[src/rtl/imem_boot_loader.sv]
// imem_boot_loader
// Receives a boot image over a byte stream, writes it word by word into
// instruction memory and holds the processor datapath in reset until the
// complete image has arrived and its checksum has matched.
//
// Frame: N (16-bit, LE) | 4N payload bytes (words LE) | XOR of payload bytes
//
// Ports
//   clk          in   rising-edge clock
//   reset_n      in   asynchronous active-low reset
//   rx_valid     in   byte-stream valid
//   rx_data      in   byte-stream data [7:0]
//   rx_ready     out  loader accepts a byte (transfer on valid & ready)
//   reload       in   synchronous pulse: abandon everything, await new frame
//   imem_we      out  one-cycle instruction-memory write strobe
//   imem_addr    out  instruction-memory byte address [31:0]
//   imem_wdata   out  instruction-memory write word [31:0]
//   core_reset_n out  active-low datapath reset, released only after DONE
//   load_done    out  image loaded and verified
//   load_error   out  frame rejected (bad header, checksum or timeout)
module imem_boot_loader #(
  parameter int unsigned MAX_WORDS      = 256,
  parameter logic [31:0] BASE_ADDR      = 32'h0000_0000,
  parameter int unsigned TIMEOUT_CYCLES = 100000
) (
  input  logic        clk,
  input  logic        reset_n,
  input  logic        rx_valid,
  input  logic [7:0]  rx_data,
  output logic        rx_ready,
  input  logic        reload,
  output logic        imem_we,
  output logic [31:0] imem_addr,
  output logic [31:0] imem_wdata,
  output logic        core_reset_n,
  output logic        load_done,
  output logic        load_error
);

  localparam int unsigned IDLE_W = $clog2(TIMEOUT_CYCLES + 1);
  // The idle counter reaches TIMEOUT_CYCLES on the edge where it is at this value.
  localparam logic [IDLE_W-1:0] IDLE_LAST = IDLE_W'(TIMEOUT_CYCLES - 1);

  typedef enum logic [2:0] {
    HDR_LO   = 3'd0,
    HDR_HI   = 3'd1,
    PAYLOAD  = 3'd2,
    CHECKSUM = 3'd3,
    DONE     = 3'd4,
    ERROR    = 3'd5
  } state_e;

  state_e              state_q, state_d;
  logic [15:0]         count_q, count_d;
  logic [15:0]         word_idx_q, word_idx_d;
  logic [1:0]          byte_idx_q, byte_idx_d;
  logic [23:0]         word_q, word_d;
  logic [7:0]          csum_q, csum_d;
  logic [IDLE_W-1:0]   idle_q, idle_d;
  logic                imem_we_q, imem_we_d;
  logic [31:0]         imem_addr_q, imem_addr_d;
  logic [31:0]         imem_wdata_q, imem_wdata_d;
  logic                core_reset_n_q, core_reset_n_d;
  logic                load_done_q, load_done_d;
  logic                load_error_q, load_error_d;

  logic                accept;
  logic [15:0]         hdr_n;
  logic                last_word;
  logic                in_frame;

  assign rx_ready  = (state_q == HDR_LO) || (state_q == HDR_HI) ||
                     (state_q == PAYLOAD) || (state_q == CHECKSUM);
  assign accept    = rx_valid && rx_ready;
  // Full word count as it will be once the high header byte lands.
  assign hdr_n     = {rx_data, count_q[7:0]};
  assign last_word = (word_idx_q == (count_q - 16'd1));
  assign in_frame  = (state_q == HDR_HI) || (state_q == PAYLOAD) ||
                     (state_q == CHECKSUM);

  always_comb begin
    state_d      = state_q;
    count_d      = count_q;
    word_idx_d   = word_idx_q;
    byte_idx_d   = byte_idx_q;
    word_d       = word_q;
    csum_d       = csum_q;
    idle_d       = idle_q;
    imem_we_d    = 1'b0;
    imem_addr_d  = imem_addr_q;
    imem_wdata_d = imem_wdata_q;

    if (reload) begin
      // Reload wins over any byte presented in the same cycle.
      state_d    = HDR_LO;
      count_d    = '0;
      word_idx_d = '0;
      byte_idx_d = '0;
      word_d     = '0;
      csum_d     = '0;
      idle_d     = '0;
    end else begin
      case (state_q)
        HDR_LO: begin
          if (accept) begin
            count_d    = {8'h00, rx_data};
            word_idx_d = '0;
            byte_idx_d = '0;
            csum_d     = '0;
            state_d    = HDR_HI;
          end
        end
        HDR_HI: begin
          if (accept) begin
            count_d = hdr_n;
            if ((hdr_n == 16'd0) || (32'(hdr_n) > MAX_WORDS)) begin
              state_d = ERROR;
            end else begin
              state_d = PAYLOAD;
            end
          end
        end
        PAYLOAD: begin
          if (accept) begin
            csum_d     = csum_q ^ rx_data;
            byte_idx_d = byte_idx_q + 2'd1;
            case (byte_idx_q)
              2'd0: word_d[7:0]   = rx_data;
              2'd1: word_d[15:8]  = rx_data;
              2'd2: word_d[23:16] = rx_data;
              default: begin
                // Fourth byte completes the word: write it on the next cycle.
                imem_we_d    = 1'b1;
                imem_addr_d  = BASE_ADDR + {14'd0, word_idx_q, 2'b00};
                imem_wdata_d = {rx_data, word_q};
                word_idx_d   = word_idx_q + 16'd1;
                if (last_word) begin
                  state_d = CHECKSUM;
                end
              end
            endcase
          end
        end
        CHECKSUM: begin
          if (accept) begin
            state_d = (rx_data == csum_q) ? DONE : ERROR;
          end
        end
        default: begin
          // DONE and ERROR are left only through reload or reset_n.
        end
      endcase

      // Inter-byte watchdog; it never runs while waiting for a frame to start.
      if (in_frame) begin
        if (accept) begin
          idle_d = '0;
        end else begin
          idle_d = idle_q + 1'b1;
          if (idle_q == IDLE_LAST) begin
            state_d = ERROR;
          end
        end
      end else begin
        idle_d = '0;
      end
    end

    // core_reset_n lags DONE by one cycle so the last write has settled.
    core_reset_n_d = (state_q == DONE) && !reload;
    load_done_d    = (state_d == DONE);
    load_error_d   = (state_d == ERROR);
  end

  always_ff @(posedge clk or negedge reset_n) begin
    if (!reset_n) begin
      state_q        <= HDR_LO;
      count_q        <= '0;
      word_idx_q     <= '0;
      byte_idx_q     <= '0;
      word_q         <= '0;
      csum_q         <= '0;
      idle_q         <= '0;
      imem_we_q      <= 1'b0;
      imem_addr_q    <= BASE_ADDR;
      imem_wdata_q   <= '0;
      core_reset_n_q <= 1'b0;
      load_done_q    <= 1'b0;
      load_error_q   <= 1'b0;
    end else begin
      state_q        <= state_d;
      count_q        <= count_d;
      word_idx_q     <= word_idx_d;
      byte_idx_q     <= byte_idx_d;
      word_q         <= word_d;
      csum_q         <= csum_d;
      idle_q         <= idle_d;
      imem_we_q      <= imem_we_d;
      imem_addr_q    <= imem_addr_d;
      imem_wdata_q   <= imem_wdata_d;
      core_reset_n_q <= core_reset_n_d;
      load_done_q    <= load_done_d;
      load_error_q   <= load_error_d;
    end
  end

  assign imem_we      = imem_we_q;
  assign imem_addr    = imem_addr_q;
  assign imem_wdata   = imem_wdata_q;
  assign core_reset_n = core_reset_n_q;
  assign load_done    = load_done_q;
  assign load_error   = load_error_q;

endmodule

[config.mk]
export PLATFORM = sky130hd
export DESIGN_NAME = imem_boot_loader
export DESIGN_NICKNAME = d
export VERILOG_FILES = /design/src/rtl/imem_boot_loader.sv
export SDC_FILE = /design/constraint.sdc
export NUM_CORES = 1
export LEC_CHECK = 0
export ABC_AREA = 0
export CAP_MARGIN = 25
export CORE_AREA = 3 3 153 155
export DETAILED_ROUTE_END_ITERATION = 8
export DIE_AREA = 0 0 156 158
export GPL_TIMING_DRIVEN = 1
export PLACE_DENSITY = 0.57
export SETUP_SLACK_MARGIN = 0.15
export SLEW_MARGIN = 20
export SYNTH_ARGS = -nofsm -noshare
export SYNTH_HDL_FRONTEND = slang
export SYNTH_SLANG_ARGS = --single-unit
[constraint.sdc]
create_clock -name clk -period 4.5 [get_ports clk]
set_input_delay 1.35 -clock clk [delete_from_list [all_inputs] [get_ports clk]]
set_output_delay 1.35 -clock clk [all_outputs]
set_load 0.03 [all_outputs]
# ---- After elaboration in Yosys (flattened, before gate mapping)
# Index checks and enable logic that the tools add are counted.
dict set report word_totals {
  register_bits 138
  inputBits 12
  output_inout_bits 69
  word_cells 112
}
dict set report classes {
  add_sub_neg 4
  n_lt_le_gt_ge 1
  eq_ne 16
  n_mux 43
  n_bitwise 3
  reduce_logical 29
}
# cell count
set op_table {}
lappend op_table {{$mux 16} 7}
lappend op_table {{$mux 24} 3}
lappend op_table {{$pmux 16 s2} 2}
lappend op_table {{$mux 17} 3}
lappend op_table {{$mux 8} 6}
lappend op_table {{$mux 3} 11}
lappend op_table {{$reduce_and 3->1} 6}
lappend op_table {{$add 17x1->17 const B} 1}
lappend op_table {{$eq 17x17->1 const B} 1}
lappend op_table {{$add 16x1->16 const B} 1}
lappend op_table {{$eq 16x16->1} 1}
lappend op_table {{$gt 16x9->1 const B} 1}
lappend op_table {{$logic_not 16->1} 1}
lappend op_table {{$pmux 8 s2} 1}
lappend op_table {{$sub 16x1->16 const B} 1}
lappend op_table {{$ne 3x3->1 const B} 4}
lappend op_table {{$pmux 3 s4} 1}
lappend op_table {{$reduce_bool 2->1} 6}
lappend op_table {{$eq 3x3->1 const B} 3}
lappend op_table {{$eq 8x8->1} 1}
lappend op_table {{$reduce_and 4->1} 2}
lappend op_table {{$xor 8x8->8} 1}
lappend op_table {{$eq 3x2->1 const B} 2}
lappend op_table {{$logic_or 1x1->1} 6}
lappend op_table {{other kinds (15)} 24}

# ---- Depth between registers and ports, before layout
dict set report depth {
  depth_word 12
  depth_mapped 9
  ltp_nobuf 8
}

# ---- Worst setup path before layout
# OpenSTA, ideal clock, no wires.
dict set report synth_path {
  path_kind {input-to-reg}
  startpoint {input rx_data[1]}
  endpoint {register load_error_q (netlist: load_error)}
  setup_ns 0.119
  arrival_ns 2.811
  t_required_ns 4.381
  setup_slack_ns 1.570
  path_stages 7
  n_path_buf 1
  path_cell_list {clkbuf_1 -> nor4_1 -> nand3_1 -> or3_1 -> a2bb2oi_1 -> o31a_1 -> and2_1}
}
dict set report synth_between {
  elab_chain_cells 10
  word_cells_on_any_way 14
  classes_between {order compare: 1; eq/ne: 2; mux: 9; reduce/logical: 2}
}
# item line_no
set synth_lines {}
lappend synth_lines {{start: declaration} 29} ;# input logic [7:0] rx_data,
lappend synth_lines {{$gt 16x9->1 or $logic_not 16->1 (tied branches)} 116} ;# if ((hdr_n == 16'd0) || (32'(hdr_n) > MAX_WORDS)) begin
lappend synth_lines {{$logic_or 1x1->1} 116}
lappend synth_lines {{$mux 3} 116}
lappend synth_lines {{$mux 3} 114} ;# if (accept) begin
lappend synth_lines {{$pmux 3 s4 *} 103} ;# case (state_q)
lappend synth_lines {{$mux 3} 160} ;# if (idle_q == IDLE_LAST) begin
lappend synth_lines {{$mux 3} 156} ;# if (accept) begin
lappend synth_lines {{$mux 3 *} 155} ;# if (in_frame) begin
lappend synth_lines {{$mux 3 *} 93} ;# if (reload) begin
lappend synth_lines {{$eq 3x3->1 *} 172} ;# load_error_d = (state_d == ERROR);
lappend synth_lines {{via load_error_d} 65} ;# logic load_error_q, load_error_d;
lappend synth_lines {{end signal: assignment} 203} ;# load_error_q <= load_error_d;
lappend synth_lines {{end: declaration} 65}
# Mark *: on every way through the listed nets, which the timed path passes. The rest lies on a longest branch.
# A chain may end at the register's enable or synchronous reset.

# ---- Worst setup path in the final report
dict set report layout_path {
  startpoint {input rx_valid}
  endpoint {register word_idx_q[14]}
}
dict set report layout_between {
  elab_chain_cells 3
  word_cells_on_any_way 4
  classes_between {eq/ne: 2; reduce/logical: 2}
}
# item line_no
set layout_lines {}
lappend layout_lines {{start: declaration} 28} ;# input logic rx_valid,
lappend layout_lines {{$logic_and 1x1->1 *} 74} ;# assign accept = rx_valid && rx_ready;
lappend layout_lines {{$ne 3x3->1 (no line)} -}
lappend layout_lines {{$reduce_and 4->1 (no line) *} -}
lappend layout_lines {{end signal: assignment} 193} ;# word_idx_q <= word_idx_d;
lappend layout_lines {{end: declaration} 55} ;# logic [15:0] word_idx_q, word_idx_d;
# Every way passes the cells marked *; elsewhere a longest branch is shown, timed or not.

==> flow_metrics.tcl <==
set metrics [dict create \
    diodes 0 \
    placement_rows 54 \
    synthSimpleGateAreaFrac 0.243 \
    floorplan.core_area_um2 22000 \
    die_y_um 158 \
    timing.critical_path.cells "clkdlybuf4s50_1, nor3b_2, a21oi_1, nand4b_1, nor4_1, xnor2_1, nor2_1" \
    synth.avg_cell_area_um2 9.13 \
    synth-warning-count 0 \
    synth_cell_type_count 54 \
    worst_slew_pin_slew_ns 0.881 \
    max-cap-violations 0 \
    portion_of_netlist_area_occupied_by_mux_cells 0 \
    min_delay_path_depth 2 \
    worstSkewPairLatency_ns 0.42 \
    ioPinCount 81 \
    grt_pass1_vias 4923 \
    clock-skew-final_ns 0.0104 \
    route.detailed.wl_per_inst_um 15.4 \
    sw_frac_of_total 0.237 \
    grt_pass1_wl_um 26900 \
    hp-start "word_q[14]" \
    layout_common_cells "194 x sky130_fd_sc_hd__nand2_1, 138 x sky130_fd_sc_hd__dfrtp_1, 63 x sky130_fd_sc_hd__clkdlybuf4s50_1" \
    synth_adder_area_share 0.0132 \
    gpl.final_weighted_congestion 0.804 \
    drt-initial-drc-count 345 \
    clockPowerShare 0.497 \
    timing.final.ws_setup_ns 1.09 \
    detailedPlace.worstSlack_ns 0.742 \
    hold_path_end "imem_wdata[14]" \
    timing.critical_path.required_ns 4.77 \
    routed_via_density 4.75 \
    max_freq_mhz 293 \
    place_hpwl_um 10800 \
    area_of_the_mapped_netlist_um2 6650 \
    crit_type "in -> reg" \
    timing.final.crit_period_ns 3.41 \
    power.total_mw 2.97 \
    cts_made_buffers 17 \
    power.share.combinational 0.073 \
    area.growth.synth_to_final_pct 21.8 \
    final_net_count 799 \
    initial_utilization 0.303 \
    final_cells 1073 \
    report.final.setup_viol 0 \
    cp.buffers_inverters 1 \
    rrSetupSlack_ns 2.01 \
    path_clk_slew_ns 0.06 \
    synth_top_family_by_area "simple AND/OR/NAND/NOR gates" \
    power.leakage_nw 3.63 \
    htree_num_levels 4 \
    cts-root-to-sink-buffers 2 \
    tritoncts "built" \
    gr-usage-all-layers 0.137 \
    timing.critical_path.arrival_ns 3.68 \
    cts_setup_buffers 0 \
    worst_path_max_delay_cell "sky130_fd_sc_hd__clkdlybuf4s50_1" \
    worstRegToRegCells 6 \
    worstPathMaxFanout 8 \
    synthXorXnorAreaFrac 0.0659 \
    setup_total_negative_slack_ns 0 \
    ctsHoldBuffers 0 \
    pin_count_of_the_biggest_net_entering_global_routing 77 \
    path_category_of_the_worst_min_delay_check "reg -> reg" \
    antenna_found_initial 0 \
    flip_flop_cell_with_the_highest_count_after_synthesis "sky130_fd_sc_hd__dfrtp_1" \
    compound_gate_portion_of_the_synthesized_area 0.101 \
    r2r-start "count_q[2]" \
    dieWidth_um 156 \
    drive_above_1_share 0.0668 \
    max-vdd-ir-drop_mv 0.321 \
    switching_power_uw 702 \
    critical_path.reg2reg.endpoint "state_q[0]" \
    drv_slew 0 \
    synth-seq-area-share 0.519 \
    cp_slowest_stage_delay_ns 0.59 \
    postSynthCellCount 728 \
    result_of_the_run "complete, no violations" \
    portBuffers 64 \
    power_density_nw_per_um2 366 \
    die_area_um2 24600 \
    synthArstFlopShare 1.00 \
    yosys_register_bits 138 \
    slew_headroom 0.410 \
    report.final.hold_viol_count 0 \
    rsz0062_at_grt "false" \
    grt-ovfl-total 0 \
    setup.worst_path.end_class "flop" \
    drt_first_pass_iters 4 \
    drc 0 \
    drt.antenna.violating_nets 0 \
    layout_commonest_cell "sky130_fd_sc_hd__nand2_1" \
    synth_enable_flop_cells 0 \
    critPathLaunchType "input pin" \
    period_utilization_post_route 0.758 \
    cts_repair_resize_count 0 \
    clock_sink_count 138 \
    int_power_mw 2.26 \
    root_buffer "sky130_fd_sc_hd__clkbuf_16" \
    critical-path-top-delay-family "simple AND/OR/NAND/NOR gates" \
    detailroute.via_count 5101 \
    share_of_total_power_in_sequential_cells 0.430 \
    place_inst 1041 \
    detail_route.wirelength_um 16500 \
]
==> power by group through the flow <==
stage,combinational (mW),clock [mW],sequential [mW]
2_1_floorplan,0.155,0,1.29
3_3_place_gp,0.216,0,1.30
3_5_place_dp,0.216,0,1.30
4_1_cts,0.219,1.51,1.27
5_1_grt,0.240,1.56,1.28
6_report,0.217,1.47,1.27
==> logic make-up (layout without fill, tap and decap cells) <==
group / count (synthesis) / after routing
AO/OA/AOI/OAI: 106 / 106
XOR/XNOR: 50 / 50
adder cells (fa/ha/maj): 7 / 7
buffers and inverters: 70 / 120
flip-flops: 138 / 138
other: 1 / 16
AND/OR/NAND/NOR: 356 / 356
==> tightest hold or removal path: cells and delay by family (launching register included) <==
kind / cells / cell delay (ns)
flip-flops: 1 / 0.34
AND/OR/NAND/NOR: 2 / 0.10
==> flip-flops by register name (all words and copies together), names as in the netlist <==
| signal | flops |
|---|---|
| state_q | 3 |
| word_idx_q | 16 |
| word_q | 24 |
| imem_we | 1 |
| load_error | 1 |
| byte_idx_q | 2 |
| load_done | 1 |
| count_q | 16 |
| core_reset_n | 1 |
| csum_q | 8 |
| idle_q | 17 |
| imem_wdata | 32 |
| imem_addr | 16 |
==> synth_stat cells (2+ instances only) <==
cell type | instances | share of area
sky130_fd_sc_hd__o21ai_1 | 3 | 0.0023
sky130_fd_sc_hd__nor2b_1 | 6 | 0.0056
sky130_fd_sc_hd__nand2_1 | 194 | 0.11
sky130_fd_sc_hd__nor2_1 | 46 | 0.026
sky130_fd_sc_hd__nor4_1 | 10 | 0.0094
sky130_fd_sc_hd__dfrtp_1 | 138 | 0.52
sky130_fd_sc_hd__xnor2_1 | 21 | 0.028
sky130_fd_sc_hd__or3_1 | 10 | 0.0094
sky130_fd_sc_hd__buf_4 | 16 | 0.018
sky130_fd_sc_hd__and3_1 | 5 | 0.0047
sky130_fd_sc_hd__nor4b_1 | 2 | 0.0026
sky130_fd_sc_hd__nand4b_1 | 2 | 0.0026
sky130_fd_sc_hd__clkbuf_8 | 5 | 0.010
sky130_fd_sc_hd__a22o_1 | 15 | 0.020
sky130_fd_sc_hd__nor3_1 | 14 | 0.011
sky130_fd_sc_hd__and2_1 | 2 | 0.0019
sky130_fd_sc_hd__nand4_1 | 9 | 0.0085
sky130_fd_sc_hd__inv_1 | 10 | 0.0056
sky130_fd_sc_hd__o41ai_1 | 2 | 0.0026
sky130_fd_sc_hd__ha_1 | 7 | 0.013
sky130_fd_sc_hd__nand3_1 | 38 | 0.029
sky130_fd_sc_hd__and4_1 | 2 | 0.0026
sky130_fd_sc_hd__clkbuf_1 | 38 | 0.021
sky130_fd_sc_hd__nand2b_1 | 5 | 0.0047
sky130_fd_sc_hd__o21ai_0 | 33 | 0.025
sky130_fd_sc_hd__or4_1 | 4 | 0.0045
sky130_fd_sc_hd__a21oi_1 | 28 | 0.021
sky130_fd_sc_hd__xor2_1 | 29 | 0.038
sky130_fd_sc_hd__a31oi_1 | 7 | 0.0066
sky130_fd_sc_hd__o31ai_1 | 3 | 0.0034
==> layer usage <==
layer / track usage / up-vias / share of wire
li1: - / 2535 / -
met1: 0.196 / 2463 / 0.48
met2: 0.209 / 90 / 0.47
met3: 0.0323 / 13 / 0.043
met4: 0.0370 / 0 / 0.011
met5: 0 / - / 0
==> worst max path at each step <==
stage	start	to	slack, ns	depth (start not counted)
2_1_floorplan	rx_data[1]	load_error	1.57	7
3_3_place_gp	rx_valid	word_idx_q[15]	0.81	7
3_5_place_dp	rx_valid	word_idx_q[14]	0.74	7
4_1_cts	rx_valid	word_idx_q[14]	1.15	7
5_1_grt	rx_valid	word_idx_q[14]	0.86	7
6_report	rx_valid	word_idx_q[14]	1.09	7
==> cell type report <==
| class | instances | area [µm²] |
|---|---|---|
| Inverter | 10 | 37.5 |
| Clock buffer | 20 | 447 |
| Tap cell | 280 | 350 |
| Multi-Input combinational cell | 535 | 2880 |
| Timing Repair Buffer | 78 | 759 |
| Clock inverter | 12 | 171 |
| Sequential cell | 138 | 3450 |
| Fill cell | 2233 | 13900 |
==> stage by stage <==
| stage | utilization | area, µm² | hold slack, ns |
|---|---|---|---|
| final | 0.369 | 8100 | 0.469 |
| after global routing | 0.369 | 8100 | 0.482 |
| after CTS | 0.369 | 8100 | 0.471 |
| after detailed placement | 0.341 | 7480 | 0.459 |
| after global placement | 0.341 | 7480 | 0.455 |
| after floorplan | - | 6700 | 0.439 |
(Power assumes the default switching activity.)
